[src/rtl/mackerel_bus_pkg.sv]
// Shared definitions for the Mackerel bus cycle timer: FSM states, default
// wait-state/timeout constants and counter sizing helpers.
package mackerel_bus_pkg;

  typedef enum logic [2:0] {
    IDLE,
    WAIT,
    PERIPH,
    ACK,
    ERR
  } bus_state_t;

  localparam int DEF_ROM_WAIT = 2;
  localparam int DEF_RAM_WAIT = 0;
  localparam int DEF_TIMEOUT  = 255;

  function automatic int max_int(input int a, input int b);
    return (a > b) ? a : b;
  endfunction

  // Bits needed to hold max_val, but never narrower than min_width.
  function automatic int count_width(input int max_val, input int min_width);
    int w;
    w = $clog2(max_val + 1);
    return (w > min_width) ? w : min_width;
  endfunction

endpackage

[src/rtl/mackerel_sync2.sv]
// Two-flop synchronizer for a single asynchronous level, with a
// parameterized value forced into both stages during reset.
module mackerel_sync2 #(
  parameter logic RESET_VAL = 1'b1
) (
  input  logic CLK,
  input  logic RST,
  input  logic async_in,
  output logic sync_out
);

  logic meta;

  always_ff @(posedge CLK) begin
    if (RST) begin
      meta     <= RESET_VAL;
      sync_out <= RESET_VAL;
    end else begin
      meta     <= async_in;
      sync_out <= meta;
    end
  end

endmodule

[src/rtl/mackerel_bus_timer.sv]
// Bus cycle timer: acknowledges ROM/SRAM cycles after fixed wait states,
// passes through peripheral acknowledges, and raises BERR on a silent bus.
module mackerel_bus_timer
  import mackerel_bus_pkg::*;
#(
  parameter int ROM_WAIT = DEF_ROM_WAIT,
  parameter int RAM_WAIT = DEF_RAM_WAIT,
  parameter int TIMEOUT  = DEF_TIMEOUT
) (
  input  logic       CLK,
  input  logic       RST,
  input  logic       AS,
  input  logic       ROMEN,
  input  logic [3:0] RAMEN,
  input  logic       DTACK_PERIPH,
  output logic       DTACK,
  output logic       BERR,
  output logic       BUSY
);

  localparam int WAIT_W = count_width(max_int(ROM_WAIT, RAM_WAIT), 1);
  localparam int TO_W   = count_width(TIMEOUT, 8);

  localparam logic [WAIT_W-1:0] ROM_LOAD = WAIT_W'(ROM_WAIT);
  localparam logic [WAIT_W-1:0] RAM_LOAD = WAIT_W'(RAM_WAIT);
  localparam logic [TO_W-1:0]   TO_LIMIT = TO_W'(TIMEOUT);

  bus_state_t        state_q;
  bus_state_t        state_d;
  logic [WAIT_W-1:0] wait_cnt;
  logic [TO_W-1:0]   to_cnt;
  logic [TO_W-1:0]   to_cnt_inc;
  logic              ack_sync;
  logic              rom_sel;
  logic              ram_sel;
  logic              dtack_d;
  logic              berr_d;

  mackerel_sync2 #(
    .RESET_VAL(1'b1)
  ) u_ack_sync (
    .CLK      (CLK),
    .RST      (RST),
    .async_in (DTACK_PERIPH),
    .sync_out (ack_sync)
  );

  assign rom_sel = !ROMEN;
  assign ram_sel = (RAMEN != 4'hF);

  // The timeout counter sticks at all-ones instead of wrapping back to zero.
  assign to_cnt_inc = (to_cnt == '1) ? to_cnt : to_cnt + TO_W'(1);

  always_ff @(posedge CLK) begin
    if (RST) begin
      state_q <= IDLE;
    end else begin
      state_q <= state_d;
    end
  end

  // An address strobe release always wins: it aborts waits and ends acks.
  always_comb begin
    state_d = state_q;
    case (state_q)
      IDLE: begin
        if (!AS) begin
          if (rom_sel) begin
            state_d = (ROM_WAIT == 0) ? ACK : WAIT;
          end else if (ram_sel) begin
            state_d = (RAM_WAIT == 0) ? ACK : WAIT;
          end else begin
            state_d = PERIPH;
          end
        end
      end
      WAIT: begin
        if (AS) begin
          state_d = IDLE;
        end else if (wait_cnt <= WAIT_W'(1)) begin
          state_d = ACK;
        end
      end
      PERIPH: begin
        if (AS) begin
          state_d = IDLE;
        end else if (!ack_sync) begin
          state_d = ACK;
        end else if (to_cnt_inc >= TO_LIMIT) begin
          state_d = ERR;
        end
      end
      ACK, ERR: begin
        if (AS) begin
          state_d = IDLE;
        end
      end
      default: state_d = IDLE;
    endcase
  end

  always_ff @(posedge CLK) begin
    if (RST) begin
      wait_cnt <= '0;
      to_cnt   <= '0;
    end else begin
      case (state_q)
        IDLE: begin
          to_cnt <= '0;
          if (rom_sel) begin
            wait_cnt <= ROM_LOAD;
          end else if (ram_sel) begin
            wait_cnt <= RAM_LOAD;
          end else begin
            wait_cnt <= '0;
          end
        end
        WAIT: begin
          if (wait_cnt != '0) begin
            wait_cnt <= wait_cnt - WAIT_W'(1);
          end
        end
        PERIPH: to_cnt <= to_cnt_inc;
        default: begin
        end
      endcase
    end
  end

  // Strobes are decoded from the next state so they change on the entry edge.
  always_comb begin
    dtack_d = (state_d != ACK);
    berr_d  = (state_d != ERR);
    BUSY    = (state_q != IDLE);
  end

  always_ff @(posedge CLK) begin
    if (RST) begin
      DTACK <= 1'b1;
      BERR  <= 1'b1;
    end else begin
      DTACK <= dtack_d;
      BERR  <= berr_d;
    end
  end

endmodule

[config.mk]
export PLATFORM = sky130hd
export DESIGN_NAME = mackerel_bus_timer
export DESIGN_NICKNAME = d
export VERILOG_FILES = /design/src/rtl/mackerel_bus_pkg.sv /design/src/rtl/mackerel_sync2.sv /design/src/rtl/mackerel_bus_timer.sv
export SDC_FILE = /design/constraint.sdc
export NUM_CORES = 1
export LEC_CHECK = 0
export CAP_MARGIN = 5
export CORE_MARGIN = 2
export CORE_UTILIZATION = 25
export CTS_BUF_LIST = sky130_fd_sc_hd__clkbuf_8
export DETAILED_ROUTE_END_ITERATION = 8
export HOLD_SLACK_MARGIN = 0.15
export PLACE_DENSITY = 0.53
export SLEW_MARGIN = 20
export SYNTH_ARGS = -nofsm -noshare
export SYNTH_HDL_FRONTEND = slang
export SYNTH_HIERARCHICAL = 1
export SYNTH_SLANG_ARGS = --single-unit
[constraint.sdc]
create_clock -name CLK -period 1.8 [get_ports CLK]
set_clock_uncertainty 0.2 [all_clocks]
set_input_delay 0.54 -clock CLK [delete_from_list [all_inputs] [get_ports CLK]]
set_output_delay 0.54 -clock CLK [all_outputs]
set_load 0.02 [all_outputs]
# --- Word-level counts from Yosys, hierarchy flattened ---
# Cells that the tools add are included.
totals:
  inputBits: 9
  ff_bits: 17
  elab_cells: 42
op_classes:
  n_mux: 15
  n_eq_ne: 9
  n_reduce_logical: 7
  add_sub_neg: 2
  n_lt_le_gt_ge: 2
ops:
  columns: ["operator", "count"]
  rows:
  - ["3-bit 2-to-1 mux", 7]
  - ["8-bit one-hot mux with 2 select lines", 1]
  - ["3-bit one-hot mux with 4 select lines", 1]
  - ["8-bit by 1-bit adder with 8-bit output, second input constant", 1]
  - ["8-bit equality test, second input constant", 1]
  - ["8-bit greater-or-equal comparator, second input constant", 1]
  - ["8-bit 2-to-1 mux", 1]
  - ["3-bit by 2-bit equality test with 1-bit output, second input constant", 2]
  - ["2-bit 2-to-1 mux", 3]
  - ["2-bit nonzero test", 3]
  - ["4-bit != test, second input constant", 1]
  - ["2-bit one-hot mux with 2 select lines", 1]
  - ["3-bit by 1-bit equality test with 1-bit output, second input constant", 1]
  - ["3-bit equality test, second input constant", 1]
  - ["3-bit logical NOT", 1]
  - ["3-bit by 2-bit != test with 1-bit output, second input constant", 1]
  - ["3-bit != test, second input constant", 1]
  - ["3-bit nonzero test", 1]
  - ["2-bit by 1-bit less-or-equal comparator with 1-bit output, second input constant", 1]
  - ["2-bit != test, second input constant", 1]
  - ["2-bit AND reduction", 1]
  - ["2-bit OR reduction", 1]
  - ["2-bit by 1-bit subtractor with 2-bit output, second input constant", 1]
  - ["1-bit 2-to-1 mux", 1]

# --- Logic depth before layout (Yosys ltp) ---
depth:
  word_depth: 8
  ltp_mapped: 6

# --- Modules after synthesis ---
# Netlist, hierarchy kept.
modules_own_cells:
  columns: ["module", "area_each_um2", "cells_per_inst", "seq_area_each_um2", "instances"]
  rows:
  - ["mackerel_bus_timer", 902.1, 119, 300.3, 1]
  - ["mackerel_sync2", 52.6, 4, 40.0, 1]

# --- Worst setup path before layout ---
# OpenSTA, ideal clock, no wires.
synth_path:
  kind: "register to register"
  start: "register to_cnt[0]"
  end: "register state_q[1]"
  stages_incl_launch_ff: 7
  t_arrival_ns: 1.513
  synth_period_minus_slack_ns: 1.833
  setup_slack_ns: -0.033
  path_cell_list: "dfxtp_1 -> ha_1 -> nand2_1 -> nor2_1 -> and4_1 -> o22ai_1 -> o31a_1"
synth_via:
  elab_chain_len: 7
  elab_cells_between_ends: 8
  cone_classes: "add/sub: 1; order compare: 1; eq/ne: 1; mux: 5"
synth_rtl:
  columns: ["element", "line_no", "rtl"]
  rows:
  - ["start, declared", "mackerel_bus_timer.sv:31", "logic [TO_W-1:0] to_cnt;"]
  - ["start signal, assigned", "mackerel_bus_timer.sv:123", "PERIPH: to_cnt <= to_cnt_inc;"]
  - ["8-bit by 1-bit adder with 8-bit output / 8-bit equality test (equally long branches)", "mackerel_bus_timer.sv:52", "assign to_cnt_inc = (to_cnt == '1) ? to_cnt : to_cnt + TO_W'(1);"]
  - ["8-bit 2-to-1 mux *", "mackerel_bus_timer.sv:52", null]
  - ["8-bit greater-or-equal comparator *", "mackerel_bus_timer.sv:89", "end else if (to_cnt_inc >= TO_LIMIT) begin"]
  - ["3-bit 2-to-1 mux *", "mackerel_bus_timer.sv:89", null]
  - ["3-bit 2-to-1 mux *", "mackerel_bus_timer.sv:87", "end else if (!ack_sync) begin"]
  - ["3-bit 2-to-1 mux *", "mackerel_bus_timer.sv:85", "if (AS) begin"]
  - ["3-bit one-hot mux with 4 select lines *", "mackerel_bus_timer.sv:65", "case (state_q)"]
  - ["end signal, assigned", "mackerel_bus_timer.sv:58", "state_q <= state_d;"]
  - ["end, declared", "mackerel_bus_timer.sv:28", "bus_state_t state_q;"]
# Every way passes the cells marked *; elsewhere a longest branch is shown, timed or not.
# A chain may end at the register's enable or synchronous reset.

# --- Worst setup path after layout ---
layout_path:
  start: "register state_q[1]"
  end: "output BUSY"
layout_via:
  elab_chain_len: 1
layout_rtl:
  columns: ["element", "line_no", "rtl"]
  rows:
  - ["3-bit nonzero test", "mackerel_bus_timer.sv:134", "BUSY = (state_q != IDLE);"]
  - ["end, declared", "mackerel_bus_timer.sv:18", "output logic BUSY"]
# Every way passes these cells.

==> run summary <==
Number of flops mapped to enable cells by yosys = 0
Cell Rows = 22
Largest net degree at the start of global routing = 12
Failing checks = negative setup slack
Vias = 1054
Power per Cell Area = 580.6 nW/um^2
Fill cells = 372
Worst-skew pair later-pin latency = 0.25 ns
Register bit total from synthesis = 17
Critical Path End Type = output port
Layout cells sized above 1 = 33.76%
Netlist cell types = 38
Final setup viols = 2
Share of the yosys chip area belonging to registers = 35.65%
Gr ovfl total = 0
Total core area = 3661 um^2
Synthesized cell area = 954.7 um^2
Reg2Reg Setup Slack = -0.01 ns
CTS tree = built
Post-synthesis xor/xnor area fraction = 0.9174%
Syn Area/Cell = 7.762 um^2
Clk slew on worst S/H paths = 0.07 ns
Relative slew slack = 78.89%
Initial Utilization = 26.08%
Buffers & Inverters on Critical Path = 1
Synth Flop Type = dfxtp_1
Peak VDD IR = 0.3886 mV
Final Wtd Congestion = 0.8417
Setup CP Type = flop to output port
CP arrival = 1.09 ns
Commonest non-fill, non-tap cell in the layout = buf_4
Leak = 0.5333 nW
Post-Syn Nets = 134
Die area = 4329 um^2
Fmax = 546.5 MHz
Cell count after synthesis = 123
H-tree level count = 1
Initial antenna violation count = 0
Drt pass-1 iters = 4
ANT nets after route = 0
Final core utilization = 38.82%
PnR worst setup slack = -0.02996 ns
Slew Viols, Final = 0
Hold Violations, Final = 0
Largest family of logic cells by synthesized area = simple AND/OR/NAND/NOR gates
Layout area overhead = 48.89%
Vias in the first global route = 1039
CP max FO = 6
Worst-path cell chain = or3_4 -> buf_6
Synth Area in Compound Gates = 22.67%
DR iter-0 viols = 53
Adder-cell area share of the yosys netlist = 2.621%
Synth Warn # = 6
Worst-margin pin slew = 0.3162 ns
CP max-delay cell = dfxtp_4
Area of all sequential standard cells = 351.6 um^2
Final wirelength = 2.690 mm
Most frequent cells in the layout = buf_4 (26), nor2_1 (13), dfxtp_1 (10)
Post-synthesis simple-gate area fraction = 30.80%
Place WS = -0.5674 ns
CTS Sinks = 17
Number of max-cap violations = 0
Via-to-Cell Ratio = 5.141
First-pass GRT wire length = 4.554 mm
Hpwl dp = 1.918 mm
DR DRC count = 0
Crit-path leading delay family = flip-flops
Die Y = 65.80 um
Post-synthesis mux area share = 1.180%
Final nets = 169
Hold Crit Class = flop to flop
Die width = 65.80 um
Root buffer cell = clkbuf_8
CP peak stage delay = 0.38 ns
TritonCTS Buffers = 3
Unrepaired setup endpoints after global routing = yes
Port Buffers = 11
Synth async-reset ratio = 0%
Crit path launch type = flop
Final period utilization = 101.7%
GRT Overall Usage = 13.43%
I/O pin count = 12
Diodes inserted = 0
Post-route minimum period = 1.830 ns
Wire per inst = 13.12 um
Worst Path Required = 1.06 ns
CTS max path bufs = 2
Status = finished with violations
Area taken by multi-input logic gates = 639.4 um^2
## cells by family after synthesis
| kind of cell | Yosys count |
|---|---|
| AOI/OAI and AO/OA | 33 |
| xor gates and xnor gates | 1 |
| adders and majority gates | 2 |
| buffers and inverters | 13 |
| DFF | 17 |
| muxes | 1 |
| and+or+nand+nor | 56 |
## stage by stage
| stage | cell area [um^2] | hold slack, ns | total power (W) | TNS (ns) | cells |
|---|---|---|---|---|---|
| after floorplan | 957.2 | 0.1854 | 0.0004618 | 0 | 123 |
| after global placement | 1260 | 0.1960 | 0.0005238 | -1.622 | 197 |
| after detailed placement | 1260 | 0.2060 | 0.0005260 | -1.778 | 197 |
| after CTS | 1339 | 0.2223 | 0.0008098 | -0.02624 | 205 |
| after global routing | 1421 | 0.2440 | 0.0008681 | -0.1629 | 205 |
| final | 1421 | 0.2262 | 0.0008252 | -0.04464 | 205 |
## area by class of cell
type                    instances  share of cell area [%]
repair buffers                 38                   21.57
clock inverters                 1                  0.2641
multi-input cells              93                   44.98
well taps                      48                   4.225
inverters                       5                   1.320
clock buffers                   3                   2.905
flip-flops and latches         17                   24.74
## cells in the mapped netlist, types with 2 or more instances
master	number	area share, %
clkbuf_1	5	2.0
nor3_1	8	4.2
or3_1	2	1.3
nor4_1	2	1.3
nand2_1	4	1.6
a21oi_1	9	4.7
or2_1	2	1.3
nand4_1	4	2.6
and3_1	2	1.3
o21a_1	2	1.6
a211oi_1	4	3.1
o21ai_0	5	2.6
ha_1	2	2.6
nand2b_1	3	2.0
dfxtp_1	17	36
nand3_1	7	3.7
nor2b_1	2	1.3
a31oi_1	3	2.0
inv_1	5	2.0
o211ai_1	3	2.4
nor2_1	15	5.9
## per-layer routing
metal  track usage [%]  routed length, um  vias up
met4             5.729                 48        0
met2             24.37               1382       18
met5                 0                  0        -
met3             2.215                 63        8
met1             15.36               1196      508
li1                  -                  -      520
## where the power goes
group	leakage [nW]	total, W	internal (W)	switching [W]
registers	0.142	0.000393	0.000386	0.00000739
logic	0.364	0.000146	0.0000767	0.0000694
clock network	0.0269	0.000286	0.000151	0.000134
## what timing repair did
| item | in CTS | in global routing |
|---|---|---|
| pin swaps | 6 | 4 |
| hold endpoints to repair | 0 | 0 |
| gates resized for setup | 21 | 19 |
| hold buffers | 0 | 0 |
| endpoints found under the setup margin | 7 | 6 |
| setup buffers | 4 | 0 |
## sequential cells by signal (all words and copies together) (netlist names)
name,count
BERR,1
DTACK,1
state_q,3
to_cnt,8
u_ack_sync/meta,1
u_ack_sync/sync_out,1
wait_cnt,2
## worst register-to-register path: stages, from the launching register on
cell and delay (ns):
dfxtp_2 0.33, buf_6 0.12, o21ai_1 0.07, a21boi_4 0.16, a2111oi_4 0.35, or4b_1 0.46
## final timing paths
path / startpoint / end / depth (start not counted)
max: state_q[1]$_SDFF_PP0_ / BUSY / 2
min: u_ack_sync/meta$_SDFF_PP1_ / u_ack_sync/sync_out$_SDFF_PP1_ / 1
max reg2reg: state_q[0]$_SDFF_PP0_ / DTACK$_SDFF_PP1_ / 5
min reg2reg: u_ack_sync/meta$_SDFF_PP1_ / u_ack_sync/sync_out$_SDFF_PP1_ / 1
No activity file was read; power rests on OpenSTA's default activity.
